===== config.mk =====
export PLATFORM = sky130hd
export DESIGN_NAME = rambus_arbiter
export DESIGN_NICKNAME = d
export VERILOG_FILES = /design/src/rtl/rambus_arbiter.sv
export SDC_FILE = /design/constraint.sdc
export NUM_CORES = 1
export LEC_CHECK = 0
export CAP_MARGIN = 40
export CELL_PAD_IN_SITES_DETAIL_PLACEMENT = 0
export CELL_PAD_IN_SITES_GLOBAL_PLACEMENT = 1
export CORE_MARGIN = 2
export CORE_UTILIZATION = 23
export DETAILED_ROUTE_END_ITERATION = 10
export HOLD_SLACK_MARGIN = 0.02
export PLACE_DENSITY_LB_ADDON = 0.25
export SLEW_MARGIN = 20
export SYNTH_ARGS = -nofsm -noshare
export SYNTH_HDL_FRONTEND = slang
export SYNTH_SLANG_ARGS = --single-unit

===== constraint.sdc =====
create_clock -name caravel_wb_clk_i -period 1.8 [get_ports caravel_wb_clk_i]
set_input_delay 0.45 -clock caravel_wb_clk_i [delete_from_list [all_inputs] [get_ports caravel_wb_clk_i]]
set_output_delay 0.45 -clock caravel_wb_clk_i [all_outputs]
set_load 0.01 [all_outputs]

===== src/rtl/rambus_arbiter.sv =====
// rambus_arbiter
// --------------
// Two-master round-robin arbiter in front of the RAMBus pattern RAM controller.
// The Caravel host uses a 1 KiB byte-addressed window at BASE_ADDRESS. The
// waveform generator fetch port uses 8-bit word addresses. The arbiter carries
// one transaction at a time to the single RAMBus Wishbone slave.
//
// Ports
//   caravel_wb_clk_i / caravel_wb_rst_n_i : clock, synchronous active-low reset
//   caravel_wb_*  : host slave port (byte address, registered ack/dat_o)
//   gen_wb_*      : generator slave port (word address, registered ack/dat_o)
//   rambus_wb_*   : master port to the RAMBus controller (registered request)
//   grant_o       : current/last owner, 0 = generator, 1 = host
//   timeout_err_o : sticky flag, set when a granted transaction was never acked
//   arb_state_o   : FSM state (0 = IDLE, 1 = BUSY, 2 = DONE), for observation
//
// Handshake: a master request is taken only in IDLE, when stb & cyc (and, for
// the host, an in-window address) are high at a clock edge. The master must
// hold its request until it sees its ack, which is high for exactly one cycle.
// The rambus request stays stable from grant until rambus_wb_ack_i. The
// following DONE cycle gives the master time to drop or change its request.
//
// Optional feature: define RAMBUS_ARB_TIMEOUT_EN to build the ack timeout.
// A transaction that receives no ack within TIMEOUT BUSY cycles is then
// completed with read data 0, and timeout_err_o is set.
module rambus_arbiter #(
  parameter logic [31:0] BASE_ADDRESS = 32'h3000_1000,
  parameter logic [7:0]  TIMEOUT      = 8'd255
) (
  input  logic        caravel_wb_clk_i,
  input  logic        caravel_wb_rst_n_i,
  input  logic        caravel_wb_stb_i,
  input  logic        caravel_wb_cyc_i,
  input  logic        caravel_wb_we_i,
  input  logic [3:0]  caravel_wb_sel_i,
  input  logic [31:0] caravel_wb_dat_i,
  input  logic [31:0] caravel_wb_addr_i,
  output logic        caravel_wb_ack_o,
  output logic [31:0] caravel_wb_dat_o,
  input  logic        gen_wb_stb_i,
  input  logic        gen_wb_cyc_i,
  input  logic        gen_wb_we_i,
  input  logic [3:0]  gen_wb_sel_i,
  input  logic [31:0] gen_wb_dat_i,
  input  logic [7:0]  gen_wb_addr_i,
  output logic        gen_wb_ack_o,
  output logic [31:0] gen_wb_dat_o,
  output logic        rambus_wb_clk_o,
  output logic        rambus_wb_rst_o,
  output logic        rambus_wb_stb_o,
  output logic        rambus_wb_cyc_o,
  output logic        rambus_wb_we_o,
  output logic [3:0]  rambus_wb_sel_o,
  output logic [31:0] rambus_wb_dat_o,
  output logic [7:0]  rambus_wb_addr_o,
  input  logic        rambus_wb_ack_i,
  input  logic [31:0] rambus_wb_dat_i,
  output logic        grant_o,
  output logic        timeout_err_o,
  output logic [1:0]  arb_state_o
);

  typedef enum logic [1:0] {
    IDLE = 2'd0,
    BUSY = 2'd1,
    DONE = 2'd2
  } state_t;

  state_t state;
  logic   last;       // owner of the previous grant, 1 = host
  logic   host_req;
  logic   gen_req;
  logic   pick_host;

  // The byte lane bits of the host address never reach the word-addressed RAM.
  logic   unused_host_addr_bits;
  assign unused_host_addr_bits = &{1'b0, caravel_wb_addr_i[1:0]};

  assign rambus_wb_clk_o = caravel_wb_clk_i;
  assign rambus_wb_rst_o = ~caravel_wb_rst_n_i;
  assign arb_state_o     = state;

  assign host_req = caravel_wb_stb_i & caravel_wb_cyc_i &
                    (caravel_wb_addr_i[31:10] == BASE_ADDRESS[31:10]);
  assign gen_req  = gen_wb_stb_i & gen_wb_cyc_i;

  // On a tie the grant goes to the master that did not own the previous grant.
  assign pick_host = host_req & (~gen_req | ~last);

`ifdef RAMBUS_ARB_TIMEOUT_EN
  logic [7:0] to_cnt;
`else
  assign timeout_err_o = 1'b0;
`endif

  always_ff @(posedge caravel_wb_clk_i) begin
    if (!caravel_wb_rst_n_i) begin
      state            <= IDLE;
      last             <= 1'b1;
      grant_o          <= 1'b0;
      rambus_wb_stb_o  <= 1'b0;
      rambus_wb_cyc_o  <= 1'b0;
      rambus_wb_we_o   <= 1'b0;
      rambus_wb_sel_o  <= 4'hF;
      rambus_wb_dat_o  <= 32'h0;
      rambus_wb_addr_o <= 8'h0;
      caravel_wb_ack_o <= 1'b0;
      caravel_wb_dat_o <= 32'h0;
      gen_wb_ack_o     <= 1'b0;
      gen_wb_dat_o     <= 32'h0;
`ifdef RAMBUS_ARB_TIMEOUT_EN
      to_cnt           <= 8'h0;
      timeout_err_o    <= 1'b0;
`endif
    end else begin
      // Master acks are single-cycle pulses.
      caravel_wb_ack_o <= 1'b0;
      gen_wb_ack_o     <= 1'b0;

      case (state)
        IDLE: begin
          if (host_req || gen_req) begin
            grant_o          <= pick_host;
            last             <= pick_host;
            rambus_wb_stb_o  <= 1'b1;
            rambus_wb_cyc_o  <= 1'b1;
            rambus_wb_we_o   <= pick_host ? caravel_wb_we_i  : gen_wb_we_i;
            rambus_wb_sel_o  <= pick_host ? caravel_wb_sel_i : gen_wb_sel_i;
            rambus_wb_dat_o  <= pick_host ? caravel_wb_dat_i : gen_wb_dat_i;
            rambus_wb_addr_o <= pick_host ? caravel_wb_addr_i[9:2] : gen_wb_addr_i;
            state            <= BUSY;
`ifdef RAMBUS_ARB_TIMEOUT_EN
            to_cnt           <= 8'h0;
`endif
          end
        end

        BUSY: begin
          // An ack in the same cycle as expiry wins: it is tested first.
          if (rambus_wb_ack_i) begin
            rambus_wb_stb_o <= 1'b0;
            rambus_wb_cyc_o <= 1'b0;
            if (grant_o) begin
              caravel_wb_ack_o <= 1'b1;
              caravel_wb_dat_o <= rambus_wb_dat_i;
            end else begin
              gen_wb_ack_o <= 1'b1;
              gen_wb_dat_o <= rambus_wb_dat_i;
            end
            state <= DONE;
          end
`ifdef RAMBUS_ARB_TIMEOUT_EN
          else if (to_cnt >= TIMEOUT - 8'd1) begin
            rambus_wb_stb_o <= 1'b0;
            rambus_wb_cyc_o <= 1'b0;
            timeout_err_o   <= 1'b1;
            if (grant_o) begin
              caravel_wb_ack_o <= 1'b1;
              caravel_wb_dat_o <= 32'h0;
            end else begin
              gen_wb_ack_o <= 1'b1;
              gen_wb_dat_o <= 32'h0;
            end
            state <= DONE;
          end else begin
            to_cnt <= to_cnt + 8'd1;
          end
`endif
        end

        DONE: begin
          // Requests are not sampled here, so the acked master can drop stb.
          state <= IDLE;
        end

        default: state <= IDLE;
      endcase
    end
  end

endmodule


==> flow_metrics.tcl, run 1 <==
set metrics [dict create \
    outcome "complete, no violations" \
    hp-class "in -> reg" \
    netlist_top_cells_count "219 x nand2_1, 116 x dfxtp_1, 66 x a21oi_1, 41 x a31oi_1, 39 x o21ai_0" \
    die_area_um2 20900 \
    clkSlewWorstSetupHoldPaths_ns 0.06 \
    routabilityCongestion 0.722 \
    switchingPower_mw 1.77 \
    netlist_area_um2 4560 \
    die_w_um 145 \
    synthDominantCellAreaShare_pct 51.0 \
    final_cells 1130 \
    vias_per_cell 4.46 \
    start_util_pct 23.4 \
    syn_to_final_growth_pct 87.1 \
    ctsHoldBuffers 0 \
    cts_tree "done" \
    grt_max_degree 75 \
    dpl_cell_area_um2 7520 \
    yosysSeqAreaShare_pct 51.0 \
    vdd_ir_drop_max_mv 0.612 \
    ios 272 \
    maxSlewViolCount 0 \
    synth_edf_count 0 \
    n_antenna_cell 0 \
    layout.nets 1005 \
    portBuffers 268 \
    drc_errors 0 \
    yosysWarnings 0 \
    arrival_ns 2.15 \
    crit_type "in -> reg" \
    clkPwrFrac_pct 51.1 \
    ys_top_cells_by_area "dfxtp_1 51%, nand2_1 18%, a21oi_1 7.3%" \
    finalClockSkew_ns 0.0105 \
    synth_flop_cell "dfxtp_1" \
    fin_area_um2 8520 \
    core-area_um2 19500 \
    antenna_found_initial 0 \
    ant_nets 0 \
    dp_hpwl_mm 11.4 \
    worst-path-buf-inv 4 \
    clk_latency_ns 0.53 \
    comb_power_share_pct 12.4 \
    drt_pre_antenna_iters 4 \
    syn_nets 726 \
    crit_fanout 20 \
    async_flop_share_pct 0 \
    end_kind "flop" \
    ys_seq_elements 116 \
    power.leakage_nw 3.76 \
    ys_types 33 \
    setup_viol 0 \
    pwr-share-seq_pct 36.5 \
    grt_pass1_vias 5084 \
    routedWlPerCell_um 16.4 \
    drive_above_1_share_pct 10.6 \
    p_int_mw 5.66 \
    path_delay_family "buffers and inverters" \
    detail_route.iter0.violations 173 \
    synth.most_common_cell "nand2_1" \
    die_h_um 145 \
    routed_wirelength_mm 18.6 \
    crit_chain "clkdlybuf4s50_1, and4bb_2, nand4_4, o21ai_4, buf_12, buf_4, buf_16, a31oi_1" \
    cp.required_ns 2.20 \
    maxCapViolCount 0 \
    min_period_ns 1.75 \
    syn_area_per_cell_um2 7.95 \
    nFillCells 1939 \
    slowest_stage "clkdlybuf4s50_1" \
    p_sw_share_pct 23.8 \
    place_inst 1077 \
    vias 5041 \
    post-route-period-util_pct 97.0 \
    fmax_mhz 573 \
    synth_cells 573 \
    grt_pass1_wl_mm 26.9 \
    powerDensity_nw_per_um2 873 \
    hold_viol_final 0 \
    grt_use_total_pct 16.9 \
    grt-ovfl-total 0 \
    start_kind "input port" \
    yosysTopAreaCell "dfxtp_1" \
    cp_slowest_stage_delay_ns 0.40 \
    rows 51 \
]
-- logic make-up (layout without fill, tap and decap cells) --
| logic type | after synthesis | in the layout | synth area share [%] |
|---|---|---|---|
| and+or+nand+nor | 253 | 253 | 23.6 |
| DFF | 116 | 116 | 51.0 |
| other | 1 | 1 | 0.0823 |
| buffers and inverters | 50 | 342 | 6.54 |
| AOI/OAI and AO/OA | 153 | 153 | 18.8 |
-- stage by stage --
stage	worst slack, ns	util [%]	TNS (ns)	power (mW)	hold slack (ns)
finish	0.0533	43.8	0	7.44	0.442
global route	-0.0281	43.8	-0.0281	7.74	0.466
CTS	0.00519	42.3	0	7.45	0.435
detailed placement	-0.621	38.7	-28.73	3.68	0.448
global placement	-0.568	38.7	-26.00	3.68	0.442
floorplan	0.103	-	0	3.07	0.448
-- layout make-up --
class	count	area, um2	share of cell area (%)
timing repair buffer	305	3190	37.5
sequential	116	2320	27.3
multi-input combinational	407	1990	23.4
clock buffer	24	547	6.42
tap	265	332	3.89
clock inverter	12	130	1.53
inverter	1	3.75	0.0440
-- state kept, by name (all words and copies together), names as in the netlist --
signal / cells
rambus_wb_dat_o: 32
arb_state_o: 2
rambus_wb_addr_o: 8
grant_o: 1
gen_wb_dat_o: 32
caravel_wb_dat_o: 32
rambus_wb_cyc_o: 1
last: 1
caravel_wb_ack_o: 1
rambus_wb_sel_o: 4
rambus_wb_we_o: 1
gen_wb_ack_o: 1
-- what timing repair did --
| action | CTS | global route |
|---|---|---|
| setup endpoints to repair | 159 | 49 |
| setup buffers | 3 | 2 |
| pin swaps | 3 | 9 |
| gates cloned | 4 | 9 |
| gates resized for setup | 130 | 35 |
-- worst paths after layout --
check	from	end	slack, ns	cells past startpoint
worst min-delay path	caravel_wb_rst_n_i	gen_wb_ack_o	0.44	4
worst max-delay path	caravel_wb_addr_i[30]	rambus_wb_dat_o[31]	0.05	8
worst min register to register	gen_wb_dat_o[24]	gen_wb_dat_o[24]	0.45	2
worst max register to register	arb_state_o[1]	rambus_wb_dat_o[31]	0.21	7
-- placed cells by master, fill, tap and decap left out, types with 5 or more instances in the layout --
master | netlist | routed
a31oi_1 | 41 | 41
buf_12 | 0 | 8
clkinvlp_4 | 0 | 5
buf_4 | 3 | 14
dlymetal6s2s_1 | 0 | 18
nor2_1 | 8 | 7
clkbuf_16 | 0 | 28
dlygate4sd2_1 | 0 | 116
buf_16 | 0 | 5
dfxtp_1 | 116 | 116
o21ai_1 | 2 | 11
o21ai_0 | 39 | 28
nand2_1 | 219 | 219
a21oi_1 | 66 | 66
clkdlybuf4s50_1 | 0 | 132
-- tightest hold or removal path: stages --
cell and delay (ns):
buf_2 0.10, inv_2 0.05, buf_12 0.19, nor2_1 0.12
-- power by group through the flow --
stage	Clock (mW)	Sequential (mW)	Combinational (mW)
after floorplan	0.0458	2.81	0.215
after global placement	0.0565	2.77	0.852
after detailed placement	0.0565	2.77	0.859
after CTS	3.88	2.71	0.861
after global routing	4.02	2.72	0.995
final	3.80	2.71	0.922
-- per-layer routing --
layer | share of wire, % | vias to the layer above | global-route usage (%)
met1 | 41 | 2329 | 19.2
met5 | 0 | - | 0
li1 | - | 2489 | -
met2 | 48 | 196 | 28.5
met3 | 9.1 | 27 | 6.52
met4 | 1.8 | 0 | 7.36
Power figures use the tool's default switching activity.
==> inputs of run 2 (changes only) <==
- PLACE_DENSITY: not set -> 0.72
- PLACE_DENSITY_LB_ADDON: 0.25 -> not set
- SETUP_SLACK_MARGIN: not set -> 0.15
==> run 2 against run 1 <==
Final cell count decreased by 0.18%. Sequential cell count unchanged. Critical path depth fell by 7. Sequential power barely moved. Worst hold slack gained 0.0062 ns.
==> flow_metrics.tcl, run 2 (synthesis results as in run 1) <==
set metrics [dict create \
    outcome "complete, no violations" \
    detail_route.iter0.violations 194 \
    top_regs "caravel_wb_dat_o: 32 flops, gen_wb_dat_o: 32 flops, rambus_wb_dat_o: 32 flops" \
    ant_nets 0 \
    routed_wirelength_mm 16.9 \
    met3_length_mm 1.67 \
    rsz0062_at_grt "yes" \
    ctsHoldBuffers 0 \
    drive_above_1_share_pct 12.4 \
    arrival_ns 1.17 \
    hp-class "reg -> reg" \
    drc_errors 0 \
    core-area_um2 19500 \
    worstReg2RegStart "arb_state_o[1]" \
    final_common_cell "nand2_1" \
    antenna_found_initial 0 \
    layout.nets 1004 \
    crit_type "reg -> out" \
    vdd_ir_drop_max_mv 0.613 \
    cp_slowest_stage_delay_ns 0.34 \
    min_period_ns 1.62 \
    maxSlewViolCount 0 \
    clkSlewWorstSetupHoldPaths_ns 0.06 \
    n_antenna_cell 0 \
    setup_tns_ns 0 \
    die_h_um 145 \
    rr_endpoint "rambus_wb_addr_o[4]" \
    fin_area_um2 8430 \
    dpl_cell_area_um2 7580 \
    grt_pass1_vias 4704 \
    power_mw 7.41 \
    m1WireLength_mm 7.16 \
    p_int_mw 5.62 \
    dr.max_layer_used "met4" \
    worst-path-buf-inv 1 \
    power.leakage_nw 3.56 \
    holdPathStages 2 \
    crit_chain "dlygate4sd2_1" \
    r2r_slack_ns 0.32 \
    end_kind "output port" \
    path_delay_family "flip-flops" \
    nFillCells 1966 \
    switchingPower_mw 1.79 \
    routedWlPerCell_um 14.9 \
    min-delay-start "caravel_wb_dat_o[0]" \
    grt-ovfl-total 0 \
    syn_to_final_growth_pct 85.0 \
    dp_hpwl_mm 11.3 \
    hold_end "caravel_wb_dat_o[0]" \
    maxSlewHeadroom_pct 65.9 \
    drt_pre_antenna_iters 4 \
    maxCapViolCount 0 \
    start_kind "flop" \
    place_inst 1081 \
    finalClockSkew_ns 0.0141 \
    die_w_um 145 \
    final_cells 1128 \
    routabilityCongestion 0.755 \
    die_area_um2 20900 \
    ios 272 \
    grt_pass1_wl_mm 25.5 \
    hold_viol_final 0 \
    cts_tree "done" \
    p_sw_share_pct 24.2 \
    portBuffers 268 \
    worst-slew-pin-transition_ns 0.512 \
    wl_met2_mm 7.80 \
    grt_max_degree 62 \
    post-route-period-util_pct 89.9 \
    setup_viol 0 \
    grt_use_total_pct 16.2 \
    clk_latency_ns 0.54 \
    reg2reg_depth 9 \
    start_util_pct 23.4 \
    slowest_stage "dfxtp_1" \
    vias_per_cell 4.33 \
    comb_power_share_pct 12.1 \
    pwr-share-seq_pct 36.6 \
    rows 51 \
    layout_common_cells "219 x nand2_1, 125 x clkdlybuf4s50_1, 112 x dfxtp_1, 91 x dlygate4sd2_1, 66 x a21oi_1" \
    cp.required_ns 1.35 \
    vias 4886 \
    fmax_mhz 618 \
    crit_fanout 2 \
    clkPwrFrac_pct 51.3 \
    powerDensity_nw_per_um2 879 \
]
[run 2: changes by cell type in the layout (fill, tap and decap cells not counted), moves of 8 or more]
| cell | previous run | this run |
|---|---|---|
| clkbuf_16 | 28 | 19 |
| clkbuf_2 | 0 | 8 |
| clkdlybuf4s15_1 | 0 | 31 |
| dlygate4sd2_1 | 116 | 91 |
| dlymetal6s2s_1 | 18 | 8 |
| o21ai_1 | 11 | 2 |
[run 2: power by group through the flow]
stage	clock network, mW	registers (mW)	logic (mW)
final	3.80	2.71	0.894
after global routing	4.03	2.72	0.967
after CTS	3.92	2.71	0.903
after detailed placement	0.0565	2.77	0.874
after global placement	0.0565	2.77	0.874
after floorplan	0.0458	2.81	0.218
[run 2: worst max-delay path by stage]
stage / start / to / slack (ns) / cells past startpoint
after detailed placement: caravel_wb_addr_i[16] / rambus_wb_addr_o[1] / -0.60 / 8
after CTS: grant_o / grant_o / 0.01 / 1
after floorplan: caravel_wb_addr_i[14] / rambus_wb_addr_o[0] / 0.15 / 7
final: rambus_wb_addr_o[2] / rambus_wb_addr_o[2] / 0.18 / 1
after global routing: arb_state_o[0] / arb_state_o[0] / 0.14 / 1
after global placement: caravel_wb_addr_i[16] / rambus_wb_addr_o[6] / -0.56 / 8
[run 2: per-stage QoR]
| stage | setup WS [ns] | util, % | hold WS [ns] |
|---|---|---|---|
| after detailed placement | -0.604 | 39.0 | 0.446 |
| after CTS | 0.0124 | 43.1 | 0.452 |
| after floorplan | 0.146 | - | 0.448 |
| after global placement | -0.561 | 39.0 | 0.442 |
| after global routing | 0.136 | 43.3 | 0.464 |
| final | 0.182 | 43.3 | 0.448 |
[run 2: repair_timing]
| action | 4_1_cts | 5_1_grt |
|---|---|---|
| pin swaps | 7 | 7 |
| setup buffers | 8 | 0 |
| gates resized for setup | 178 | 55 |
| endpoints found under the setup margin | 165 | 78 |
| cloned | 6 | 0 |
[run 2: final cells by class]
cell class,instances,area [um2],area share (%)
multi-input cells,407,1990,23.6
flip-flops and latches,116,2330,27.6
clock buffers,20,487,5.78
inverters,1,3.75,0.0445
clock inverters,14,179,2.12
repair buffers,305,3110,36.9
well taps,265,332,3.93
[run 2: per-layer routing]
metal,vias up,track usage (%)
li1,2478,-
met3,15,7.40
met5,-,0
met1,2198,19.0
met4,0,5.88
met2,195,26.0
